File: src/rtl/picorv_mem_arbiter_if.sv
// PicoRV32-native memory bus: one requester/responder link.
// The master drives the request; the slave returns ready and read data.
interface picorv_mem_arbiter_if;
   localparam int unsigned DATA_W = 32;
   localparam int unsigned STRB_W = 4;

   logic              valid;
   logic              instr;
   logic [DATA_W-1:0] addr;
   logic [DATA_W-1:0] wdata;
   logic [STRB_W-1:0] wstrb;
   logic              ready;
   logic [DATA_W-1:0] rdata;

   modport master (output valid, instr, addr, wdata, wstrb, input ready, rdata);
   modport slave  (input valid, instr, addr, wdata, wstrb, output ready, rdata);
endinterface

File: src/rtl/picorv_mem_arbiter.sv
// Two-requester arbiter in front of a single PicoRV32-native memory port.
// Round-robin or fixed priority, one transfer in flight, with a BUSY watchdog.
module picorv_mem_arbiter #(
   parameter bit          RR      = 1'b1,
   parameter int unsigned TIMEOUT = 255
) (
   input  logic                  clk,
   input  logic                  resetn,
   picorv_mem_arbiter_if.slave   m0,
   picorv_mem_arbiter_if.slave   m1,
   picorv_mem_arbiter_if.master  s,
   output logic                  timeout_err
);
   localparam int unsigned CNT_W  = 8;
   localparam int unsigned DATA_W = 32;
   localparam int unsigned STRB_W = 4;
   localparam logic [DATA_W-1:0] ERR_DATA = 32'hDEADBEEF;

   typedef enum logic [1:0] {IDLE, BUSY, RELEASE} state_e;

   state_e                 state_q, state_d;
   logic [CNT_W-1:0]       cnt_q, cnt_d;
   logic                   gnt_q, gnt_d;
   logic                   last_q, last_d;
   logic                   pick;
   logic                   s_valid_q, s_valid_d;
   logic                   s_instr_q, s_instr_d;
   logic [DATA_W-1:0]      s_addr_q, s_addr_d;
   logic [DATA_W-1:0]      s_wdata_q, s_wdata_d;
   logic [STRB_W-1:0]      s_wstrb_q, s_wstrb_d;
   logic [1:0]             ready_q, ready_d;
   logic [1:0][DATA_W-1:0] rdata_q, rdata_d;
   logic                   err_d;
   logic                   timeout_hit;

   // A limit of zero disables the watchdog entirely.
   assign timeout_hit = (TIMEOUT != 0) && (cnt_q == CNT_W'(TIMEOUT));

   // Next-state, arbitration and completion.
   always_comb begin
      state_d   = state_q;
      cnt_d     = cnt_q;
      gnt_d     = gnt_q;
      last_d    = last_q;
      pick      = 1'b0;
      s_valid_d = s_valid_q;
      s_instr_d = s_instr_q;
      s_addr_d  = s_addr_q;
      s_wdata_d = s_wdata_q;
      s_wstrb_d = s_wstrb_q;
      ready_d   = '0;
      rdata_d   = rdata_q;
      err_d     = 1'b0;

      case (state_q)
         IDLE: begin
            if (m0.valid || m1.valid) begin
               if (m0.valid && m1.valid) pick = RR ? ~last_q : 1'b0;
               else                      pick = m1.valid;
               gnt_d     = pick;
               last_d    = pick;
               cnt_d     = '0;
               s_valid_d = 1'b1;
               s_instr_d = pick ? m1.instr : m0.instr;
               s_addr_d  = pick ? m1.addr  : m0.addr;
               s_wdata_d = pick ? m1.wdata : m0.wdata;
               s_wstrb_d = pick ? m1.wstrb : m0.wstrb;
               state_d   = BUSY;
            end
         end
         BUSY: begin
            // A real completion beats the watchdog in the same cycle.
            if (s.ready) begin
               s_valid_d        = 1'b0;
               ready_d[gnt_q]   = 1'b1;
               rdata_d[gnt_q]   = s.rdata;
               state_d          = RELEASE;
            end else if (timeout_hit) begin
               s_valid_d        = 1'b0;
               ready_d[gnt_q]   = 1'b1;
               rdata_d[gnt_q]   = ERR_DATA;
               err_d            = 1'b1;
               state_d          = RELEASE;
            end else begin
               cnt_d = cnt_q + CNT_W'(1);
            end
         end
         RELEASE: state_d = IDLE;
         default: state_d = IDLE;
      endcase
   end

   // State and registered outputs; last grant resets to m1 so m0 wins first.
   always_ff @(posedge clk or negedge resetn) begin
      if (!resetn) begin
         state_q     <= IDLE;
         cnt_q       <= '0;
         gnt_q       <= 1'b0;
         last_q      <= 1'b1;
         s_valid_q   <= 1'b0;
         s_instr_q   <= 1'b0;
         s_addr_q    <= '0;
         s_wdata_q   <= '0;
         s_wstrb_q   <= '0;
         ready_q     <= '0;
         rdata_q     <= '0;
         timeout_err <= 1'b0;
      end else begin
         state_q     <= state_d;
         cnt_q       <= cnt_d;
         gnt_q       <= gnt_d;
         last_q      <= last_d;
         s_valid_q   <= s_valid_d;
         s_instr_q   <= s_instr_d;
         s_addr_q    <= s_addr_d;
         s_wdata_q   <= s_wdata_d;
         s_wstrb_q   <= s_wstrb_d;
         ready_q     <= ready_d;
         rdata_q     <= rdata_d;
         timeout_err <= err_d;
      end
   end

   assign s.valid  = s_valid_q;
   assign s.instr  = s_instr_q;
   assign s.addr   = s_addr_q;
   assign s.wdata  = s_wdata_q;
   assign s.wstrb  = s_wstrb_q;
   assign m0.ready = ready_q[0];
   assign m0.rdata = rdata_q[0];
   assign m1.ready = ready_q[1];
   assign m1.rdata = rdata_q[1];
endmodule

File: src/flat_wrapper.sv
// flat-port wrapper written by rule: the top's interface ports become plain ports
module picorv_mem_arbiter_flat 
#(
   parameter bit          RR      = 1'b1,
   parameter int unsigned TIMEOUT = 255
)
  (clk, resetn, timeout_err, m0_valid, m0_instr, m0_addr, m0_wdata, m0_wstrb, m0_ready, m0_rdata, m1_valid, m1_instr, m1_addr, m1_wdata, m1_wstrb, m1_ready, m1_rdata, s_valid, s_instr, s_addr, s_wdata, s_wstrb, s_ready, s_rdata);
  picorv_mem_arbiter_if m0_i ();
  picorv_mem_arbiter_if m1_i ();
  picorv_mem_arbiter_if s_i ();
  input  logic clk;
  input  logic resetn;
  output logic timeout_err;
  input wire logic [$bits(m0_i.valid)-1:0] m0_valid;
  input wire logic [$bits(m0_i.instr)-1:0] m0_instr;
  input wire logic [$bits(m0_i.addr)-1:0] m0_addr;
  input wire logic [$bits(m0_i.wdata)-1:0] m0_wdata;
  input wire logic [$bits(m0_i.wstrb)-1:0] m0_wstrb;
  output wire logic [$bits(m0_i.ready)-1:0] m0_ready;
  output wire logic [$bits(m0_i.rdata)-1:0] m0_rdata;
  input wire logic [$bits(m1_i.valid)-1:0] m1_valid;
  input wire logic [$bits(m1_i.instr)-1:0] m1_instr;
  input wire logic [$bits(m1_i.addr)-1:0] m1_addr;
  input wire logic [$bits(m1_i.wdata)-1:0] m1_wdata;
  input wire logic [$bits(m1_i.wstrb)-1:0] m1_wstrb;
  output wire logic [$bits(m1_i.ready)-1:0] m1_ready;
  output wire logic [$bits(m1_i.rdata)-1:0] m1_rdata;
  output wire logic [$bits(s_i.valid)-1:0] s_valid;
  output wire logic [$bits(s_i.instr)-1:0] s_instr;
  output wire logic [$bits(s_i.addr)-1:0] s_addr;
  output wire logic [$bits(s_i.wdata)-1:0] s_wdata;
  output wire logic [$bits(s_i.wstrb)-1:0] s_wstrb;
  input wire logic [$bits(s_i.ready)-1:0] s_ready;
  input wire logic [$bits(s_i.rdata)-1:0] s_rdata;
  assign m0_i.valid = m0_valid;
  assign m0_i.instr = m0_instr;
  assign m0_i.addr = m0_addr;
  assign m0_i.wdata = m0_wdata;
  assign m0_i.wstrb = m0_wstrb;
  assign m0_ready = m0_i.ready;
  assign m0_rdata = m0_i.rdata;
  assign m1_i.valid = m1_valid;
  assign m1_i.instr = m1_instr;
  assign m1_i.addr = m1_addr;
  assign m1_i.wdata = m1_wdata;
  assign m1_i.wstrb = m1_wstrb;
  assign m1_ready = m1_i.ready;
  assign m1_rdata = m1_i.rdata;
  assign s_valid = s_i.valid;
  assign s_instr = s_i.instr;
  assign s_addr = s_i.addr;
  assign s_wdata = s_i.wdata;
  assign s_wstrb = s_i.wstrb;
  assign s_i.ready = s_ready;
  assign s_i.rdata = s_rdata;
  picorv_mem_arbiter #(.RR(RR), .TIMEOUT(TIMEOUT)) u_core (.clk(clk), .resetn(resetn), .m0(m0_i), .m1(m1_i), .s(s_i), .timeout_err(timeout_err));
endmodule
File: config.mk
export PLATFORM = sky130hd
export DESIGN_NAME = picorv_mem_arbiter_flat
export DESIGN_NICKNAME = d
export VERILOG_FILES = /design/src/rtl/picorv_mem_arbiter_if.sv /design/src/rtl/picorv_mem_arbiter.sv /design/src/flat_wrapper.sv
export SDC_FILE = /design/constraint.sdc
export NUM_CORES = 1
export LEC_CHECK = 0
export CAP_MARGIN = 10
export CORE_UTILIZATION = 30
export CTS_CLUSTER_SIZE = 8
export DETAILED_ROUTE_END_ITERATION = 6
export PLACE_DENSITY = 0.72
export SYNTH_ARGS = -nofsm -noshare
export SYNTH_HDL_FRONTEND = slang
export SYNTH_SLANG_ARGS = --single-unit
File: constraint.sdc
create_clock -name clk -period 4.85 [get_ports clk]
set_input_delay 0.97 -clock clk [delete_from_list [all_inputs] [get_ports clk]]
set_output_delay 0.97 -clock clk [all_outputs]
set_load 0.1 [all_outputs]
==> results_dict.tcl, run 1 <==
set metrics [dict create \
    die_area_um2 21700 \
    muxShareOfSynthArea 0.112 \
    n_fill_cell 1878 \
    htree_levels 4 \
    crit_buf_inv 1 \
    worstSetupEndpointType "primary output" \
    synth_xor_area_frac 0 \
    drive_gt1_frac 0.0632 \
    fmax_ghz 0.337 \
    first_global_vias 5464 \
    die_x_um 147 \
    wire_per_inst_um 17.2 \
    synthAdderAreaFrac 0.00197 \
    start_kind "flip-flop" \
    path_class "flip-flop to primary output" \
    ys_warn_count 0 \
    post-route-drc-count 0 \
    synth-seq-area-share 0.589 \
    cp_slowest_stage_delay_ns 1.21 \
    async_reset_ff_frac 1.00 \
    die_h_um 147 \
    wirelength_um 19000 \
    tightest_slew_ns 1.08 \
    synth_most_common_cell "dfrtp_1" \
    drt_iter0_drc 242 \
    min_period_ns 2.97 \
    synth_nets 703 \
    numPortBuffers 311 \
    cp_top_family "buffers and inverters" \
    hold_depth 2 \
    yosysTopAreaCell "dfrtp_1" \
    cts_tree "built" \
    cts_root_buffer "clkbuf_16" \
    track_usage 0.179 \
    grt_first_pass_wirelength_um 30200 \
    path_depth 1 \
    cp.required_ns 3.88 \
    status "completed" \
    synth_edf_count 0 \
    crit_chain "clkdlybuf4s50_1" \
    via_per_inst 4.84 \
    reg2reg_depth 3 \
    design.portCount 312 \
    yosys-top-cells-count "148 x dfrtp_1, 74 x nand2_1, 73 x o21ai_0, 70 x mux2i_1, 49 x a221o_1" \
    core_um2 20500 \
    arrival_ns 2.00 \
    synth_area_um2 6340 \
    clock_skew_ns 0.00994 \
    ys_seq_elements 149 \
    slew_viol_final 0 \
    hold_viol 0 \
    synth_compound_area_frac 0.179 \
    synth_flop_cell "dfrtp_1" \
    cts_hold_buf 0 \
    vias 5360 \
    slowest_stage "clkdlybuf4s50_1" \
    cts_buffers 17 \
    max_cap_violations 0 \
    synthCells 527 \
    cts_buffer_depth 2 \
    syn_area_per_cell_um2 12.0 \
    clock_latency_ns 0.42 \
    min_period_over_period 0.612 \
    hp-class "flip-flop to flip-flop" \
    overflow 0 \
    synthSimpleGateAreaFrac 0.0814 \
    ant_nets 0 \
    slew-limit-headroom 0.275 \
    firstDrtPassIters 4 \
    final_nets 1001 \
    finalSetupTns_ns 0 \
    antenna_found_initial 0 \
    ys_top_cells_by_area "dfrtp_1 58%, mux2i_1 11%, a221o_1 7.7%, o21ai_0 5.8%, nand2_1 4.4%" \
    path_clk_slew_ns 0.07 \
    cts_resized 0 \
    start_util 0.309 \
    post_cts_buffers 0 \
    grt_start_max_net_pins 95 \
    synth_top_family_by_area "compound AO/OA/AOI/OAI gates" \
    antenna_cells 0 \
    hpwl_um 13800 \
    row_count 52 \
    clock_sinks 149 \
    rsz0062_at_grt "false" \
    syn_to_final_growth_pct 62.2 \
    path_max_fanout 2 \
    finalSetupViolations 0 \
    synth_top_area_share 0.585 \
    globalplace.congestion 0.811 \
    ys_types 43 \
]
layout make-up:
cell class              count  area (µm²)  share of cell area
inverters                   6        32.5             0.00316
multi-input cells         335        2390               0.233
well taps                 270         338              0.0329
repair buffers            316        3180               0.309
clock inverters            15         183              0.0178
clock buffers              17         425              0.0414
flip-flops and latches    149        3730               0.363
metal layers:
metal | part of all wire | track usage | up-vias
li1 | - | - | 2547
met1 | 0.42 | 0.229 | 2547
met2 | 0.48 | 0.292 | 252
met3 | 0.080 | 0.0550 | 14
met4 | 0.010 | 0.0521 | 0
met5 | 0 | 0 | -
worst paths after layout:
check	from	endpoint	slack [ns]
max in group asynchronous	resetn	u_core.last_q$_DFFE_PN1P_	3.24
hold reg to reg	u_core.s.wstrb[1]$_DFFE_PN0P_	u_core.s.wstrb[1]$_DFFE_PN0P_	0.48
setup reg to reg	u_core.state_q[1]$_DFFE_PN0P_	u_core.m0.rdata[10]$_DFFE_PN0P_	2.08
hold / removal	u_core.s.wstrb[1]$_DFFE_PN0P_	u_core.s.wstrb[1]$_DFFE_PN0P_	0.48
setup / recovery	u_core.s.wdata[25]$_DFFE_PN0P_	s_wdata[25]	1.88
min in group asynchronous	resetn	u_core.m1.rdata[28]$_DFFE_PN0P_	0.60
flip-flops by register name, summed over array words and instances (netlist names), 2 cells and up:
register	cells
u_core.s.wstrb	4
u_core.s.wdata	32
u_core.state_q	2
u_core.ready_q	2
u_core.m1.rdata	32
u_core.s.addr	32
u_core.cnt_q	8
u_core.m0.rdata	32
cell families (layout without fill, tap and decap cells):
group                      Yosys count  after routing
DFF                                149            149
buffers and inverters               43            354
adders and majority gates            1              1
and+or+nand+nor                    108            108
muxes                               71             71
AOI/OAI and AO/OA                  155            155
cells in the final DEF (no fill, tap or decap), types with 2 or more instances in the layout:
master	netlist	layout
inv_8	0	2
nand2_1	74	74
a221o_1	49	49
clkbuf_16	0	17
nand3_1	4	4
buf_12	0	2
nand2b_1	2	2
a211o_1	2	2
dfrtp_1	148	148
clkinvlp_4	0	3
a21oi_1	4	4
buf_4	1	3
inv_6	2	8
mux2i_1	70	70
a31oi_1	2	2
nand3_4	2	2
inv_1	3	3
o21ai_0	73	72
nor2_1	10	10
and3_1	3	3
clkdlybuf4s50_1	0	310
nor3_4	2	2
a22o_1	17	17
bufinv_16	0	2
nor3_1	3	3
per-stage QoR:
step	hold slack [ns]	instance area, µm²	utilization	cells	worst slack (ns)
final	0.479	10300	0.502	1108	1.88
after global routing	0.503	10300	0.502	1108	1.83
after CTS	0.484	10300	0.502	1108	1.85
after detailed placement	0.469	9670	0.472	1076	1.63
after global placement	0.461	9670	0.472	1076	1.67
after floorplan	0.502	6340	-	527	2.84
Power of run 1 is left out: the tool's default activity adds up to more than one toggle a clock period on the data nets, which glitch-free logic cannot reach.
==> inputs of run 2 (changes only) <==
--- a/config.mk
+++ b/config.mk
@@ -9,7 +9,7 @@
 export CORE_UTILIZATION = 30
 export CTS_CLUSTER_SIZE = 8
 export DETAILED_ROUTE_END_ITERATION = 6
-export PLACE_DENSITY = 0.72
+export PLACE_DENSITY = 0.74
 export SYNTH_ARGS = -nofsm -noshare
 export SYNTH_HDL_FRONTEND = slang
 export SYNTH_SLANG_ARGS = --single-unit
==> constraint.sdc (replaced) <==
create_clock -name clk -period 2.45 [get_ports clk]
set_input_delay 0.49 -clock clk [delete_from_list [all_inputs] [get_ports clk]]
set_output_delay 0.49 -clock clk [all_outputs]
set_load 0.1 [all_outputs]
==> run 2 against run 1 <==
  * Sequential cell count is the same
  * First-iteration DRC count grew 16%
  * Non-clock buffer count grew 16
  * Register-to-register slack lost 1.7 ns
  * Sequential share of layout area grew 0.67 points
  * Clock-buffer cell count is the same
  * Wire length grew 0.88%
  * Final cell count grew 1.4%
  * Hold slack lost 0.44 ns
  * Via count grew 3.4%
  * Critical endpoint is now u_core.m1.rdata[27]$_DFFE_PN0P_
==> results_dict.tcl, run 2 (synthesized netlist as in run 1, its figures left out) <==
set metrics [dict create \
    hp-class "input pin to async pin" \
    layout_common_cells "173 x clkdlybuf4s50_1, 153 x buf_4, 148 x dfrtp_1" \
    overflow 0 \
    finalSetupTns_ns 0 \
    post_cts_buffers 0 \
    via_per_inst 4.93 \
    regToRegSetupSlack_ns 0.39 \
    drive_gt1_frac 0.241 \
    tightest_slew_ns 1.00 \
    ant_nets 0 \
    drt_iter0_drc 281 \
    syn_to_final_growth_pct 59.3 \
    slew_viol_final 0 \
    die_h_um 147 \
    final_common_cell "clkdlybuf4s50_1" \
    top_layer_used "met4" \
    reg2reg_depth 5 \
    htree_levels 4 \
    wirelength_um 19200 \
    cts_root_buffer "clkbuf_16" \
    fmax_ghz 0.486 \
    multi_input_area_um2 2390 \
    hpwl_um 14100 \
    arrival_ns 2.42 \
    clock_sinks 149 \
    die_x_um 147 \
    dr_wl_met3_um 1650 \
    clock_skew_ns 0.0123 \
    globalplace.congestion 0.793 \
    cts_buffers 17 \
    cts_resized 0 \
    rsz0062_at_grt "false" \
    r2r-end "u_core.m1.rdata[27]$_DFFE_PN0P_" \
    min_period_ns 2.06 \
    path_max_fanout 24 \
    r2r_start "u_core.cnt_q[0]$_DFFE_PN0P_" \
    wl_met2_um 9490 \
    slew-limit-headroom 0.330 \
    numPortBuffers 311 \
    min_period_over_period 0.840 \
    cts_tree "built" \
    max_cap_violations 0 \
    path_clk_slew_ns 0.07 \
    path_class "flip-flop to flip-flop" \
    hold_viol 0 \
    antenna_cells 0 \
    status "completed" \
    start_kind "flip-flop" \
    final_nets 1017 \
    first_global_vias 5831 \
    cp.required_ns 2.81 \
    row_count 52 \
    regArea_um2 3730 \
    wire_per_inst_um 17.1 \
    finalSetupViolations 0 \
    worstSetupEndpointType "flip-flop" \
    post-route-drc-count 0 \
    core_um2 20500 \
    vias 5541 \
    grt_first_pass_wirelength_um 30700 \
    n_fill_cell 1889 \
    cts_buffer_depth 2 \
    track_usage 0.182 \
    die_area_um2 21700 \
    clock_latency_ns 0.42 \
    antenna_found_initial 0 \
    design.portCount 312 \
    grt_start_max_net_pins 109 \
    firstDrtPassIters 4 \
    cts_hold_buf 0 \
    start_util 0.309 \
    wl_met1_um 7660 \
]
## run 2: cell count changes in the layout (fill, tap and decap cells not counted), moves of 2 or more
cell / previous run / this run
buf_4: 3 / 153
clkdlybuf4s50_1: 310 / 173
inv_6: 8 / 6
inv_8: 2 / 6
buf_12: 2 / 5
## run 2: worst max-delay path by stage
| stage | to | slack [ns] | from |
|---|---|---|---|
| 2_1_floorplan | u_core.m0.rdata[10]$_DFFE_PN0P_ | 0.68 | u_core.cnt_q[0]$_DFFE_PN0P_ |
| 3_3_place_gp | u_core.m1.rdata[30]$_DFFE_PN0P_ | 0.20 | s_ready |
| 3_5_place_dp | u_core.m1.rdata[26]$_DFFE_PN0P_ | 0.11 | s_ready |
| 4_1_cts | u_core.m1.rdata[3]$_DFFE_PN0P_ | 0.36 | u_core.cnt_q[0]$_DFFE_PN0P_ |
| 5_1_grt | u_core.m1.rdata[11]$_DFFE_PN0P_ | 0.21 | u_core.cnt_q[0]$_DFFE_PN0P_ |
| 6_report | u_core.m1.rdata[27]$_DFFE_PN0P_ | 0.39 | u_core.cnt_q[0]$_DFFE_PN0P_ |
## run 2: final cells by class
| class | count | share of cell area |
|---|---|---|
| clock buffers | 17 | 0.0422 |
| clock inverters | 15 | 0.0179 |
| inverters | 6 | 0.00322 |
| multi-input cells | 335 | 0.237 |
| flip-flops and latches | 149 | 0.370 |
| well taps | 270 | 0.0335 |
| repair buffers | 332 | 0.296 |
## run 2: through the flow
stage / hold slack [ns] / cell area [µm²] / instances / utilization / worst slack [ns]
after floorplan: 0.194 / 6340 / 527 / - / 0.680
after CTS: 0.0390 / 10100 / 1124 / 0.492 / 0.362
final: 0.0380 / 10100 / 1124 / 0.492 / 0.393
after detailed placement: 0.471 / 9490 / 1092 / 0.463 / 0.112
after global routing: 0.0695 / 10100 / 1124 / 0.492 / 0.213
after global placement: 0.462 / 9490 / 1092 / 0.463 / 0.205
## run 2: routing by layer
layer,track usage,up-vias
met3,0.0531,24
met4,0.0644,0
met1,0.214,2668
met2,0.314,262
li1,-,2587
met5,0,-
## run 2: critical path: stages (launching register included)
cell     delay, ns
dfrtp_1       0.39
ha_1          0.23
and3_4        0.24
nand2_4       0.09
nor3_4        0.81
a221o_1       0.22
Power of run 2 is left out for the same reason.
==> inputs of run 3 (changes only) <==
--- a/config.mk
+++ b/config.mk
@@ -9,7 +9,7 @@
 export CORE_UTILIZATION = 30
 export CTS_CLUSTER_SIZE = 8
 export DETAILED_ROUTE_END_ITERATION = 6
-export PLACE_DENSITY = 0.74
+export PLACE_DENSITY = 0.72
 export SYNTH_ARGS = -nofsm -noshare
 export SYNTH_HDL_FRONTEND = slang
 export SYNTH_SLANG_ARGS = --single-unit
==> constraint.sdc (replaced) <==
create_clock -name clk -period 1.95 [get_ports clk]
set_input_delay 0.39 -clock clk [delete_from_list [all_inputs] [get_ports clk]]
set_output_delay 0.39 -clock clk [all_outputs]
set_load 0.1 [all_outputs]
==> run 3 against run 2 <==
  * First-iteration DRC count shrank 7.8%
  * Hold slack improved by 0.35 ns
  * Wire length fell by 1.5%
  * Critical path type unchanged
  * Critical endpoint is now u_core.m0.rdata[21]$_DFFE_PN0P_
==> results_dict.tcl, run 3 (synthesized netlist as in run 1, its figures left out) <==
set metrics [dict create \
    status "completed" \
    cp.required_ns 2.31 \
    drive_gt1_frac 0.267 \
    path_clk_slew_ns 0.07 \
    cts_buffers 17 \
    fmax_ghz 0.520 \
    rsz0062_at_grt "true" \
    min_period_ns 1.92 \
    placedCellCount 1121 \
    ant_nets 0 \
    hpwl_um 14500 \
    firstDrtPassIters 4 \
    wirelength_um 18900 \
    clock_latency_ns 0.42 \
    antenna_found_initial 0 \
    start_util 0.309 \
    arrival_ns 2.28 \
    hold_viol 0 \
    max_cap_violations 0 \
    start_kind "flip-flop" \
    worstSetupEndpointType "flip-flop" \
    cts_tree "built" \
    antenna_cells 0 \
    path_max_fanout 24 \
    post-route-drc-count 0 \
    wire_per_inst_um 16.4 \
    tightest_slew_ns 0.961 \
    hp-class "input pin to async pin" \
    htree_levels 4 \
    final_nets 1047 \
    slew-limit-headroom 0.357 \
    via_per_inst 4.80 \
    path_class "flip-flop to flip-flop" \
    cts_buffer_depth 2 \
    numPortBuffers 311 \
    setup_slack_ns 0.0273 \
    finalInstanceArea_um2 10500 \
    die_h_um 147 \
    globalplace.congestion 0.811 \
    grt_first_pass_wirelength_um 30100 \
    design.portCount 312 \
    slew_viol_final 0 \
    pre_cts_slack_ns -0.225 \
    syn_to_final_growth_pct 65.9 \
    die_x_um 147 \
    placed_cell_area_um2 9840 \
    row_count 52 \
    die_area_um2 21700 \
    clock_sinks 149 \
    overflow 0 \
    final_common_cell "clkdlybuf4s50_1" \
    regToRegSetupSlack_ns 0.03 \
    cts_root_buffer "clkbuf_16" \
    finalSetupViolations 0 \
    layout_common_cells "173 x clkdlybuf4s50_1, 171 x buf_4, 148 x dfrtp_1" \
    instances_no_fill 1154 \
    track_usage 0.179 \
    grt_start_max_net_pins 60 \
    clock_skew_ns 0.0110 \
    drt_iter0_drc 259 \
    vias 5542 \
    core_um2 20500 \
    min_period_over_period 0.986 \
    first_global_vias 5600 \
]
==> run 3: timing repair <==
item                                    4_1_cts  5_1_grt
resized for setup                             0        1
hold buffers                                  1        0
endpoints found under the hold margin        21        0
endpoints found under the setup margin        0       48
setup buffers                                 0        0
==> run 3: metrics by stage <==
| step | setup TNS (ns) | hold WS, ns | util |
|---|---|---|---|
| global route | -3.75 | 0.385 | 0.513 |
| floorplan | 0 | 0.0944 | - |
| detailed placement | -9.90 | 0.257 | 0.480 |
| finish | 0 | 0.386 | 0.513 |
| CTS | 0 | 0.379 | 0.513 |
| global placement | -7.61 | 0.256 | 0.480 |
==> run 3: path summary, 6_finish.rpt <==
path,from,end,cells after the start
min,resetn,u_core.m0.rdata[16]$_DFFE_PN0P_,2
max,u_core.cnt_q[0]$_DFFE_PN0P_,u_core.m0.rdata[21]$_DFFE_PN0P_,5
min reg2reg,u_core.s.addr[19]$_DFFE_PN0P_,u_core.s.addr[19]$_DFFE_PN0P_,2
max reg2reg,u_core.cnt_q[0]$_DFFE_PN0P_,u_core.m0.rdata[21]$_DFFE_PN0P_,5
max in group asynchronous,resetn,u_core.m0.rdata[17]$_DFFE_PN0P_,3
min in group clk,u_core.s.addr[19]$_DFFE_PN0P_,u_core.s.addr[19]$_DFFE_PN0P_,2
==> run 3: cell type report <==
| class | instances | area [µm²] |
|---|---|---|
| flip-flops and latches | 149 | 3730 |
| clock buffers | 17 | 425 |
| inverters | 6 | 32.5 |
| well taps | 270 | 338 |
| clock inverters | 15 | 234 |
| fillers | 1818 | 9980 |
| repair buffers | 362 | 3360 |
| multi-input cells | 335 | 2400 |
==> run 3: critical path: stages, from the launching register on <==
cell and delay, ns:
dfrtp_1 0.39, ha_2 0.19, and3_4 0.19, nand2_4 0.07
nor3_4 0.78, a221o_1 0.22
==> run 3: layer usage <==
layer	GRT usage	vias to the layer above	part of all wire
met5	0	-	0
met4	0.0608	0	0.017
met3	0.0540	21	0.090
met2	0.295	282	0.48
met1	0.223	2589	0.41
li1	-	2650	-
Power of run 3 is left out for the same reason.
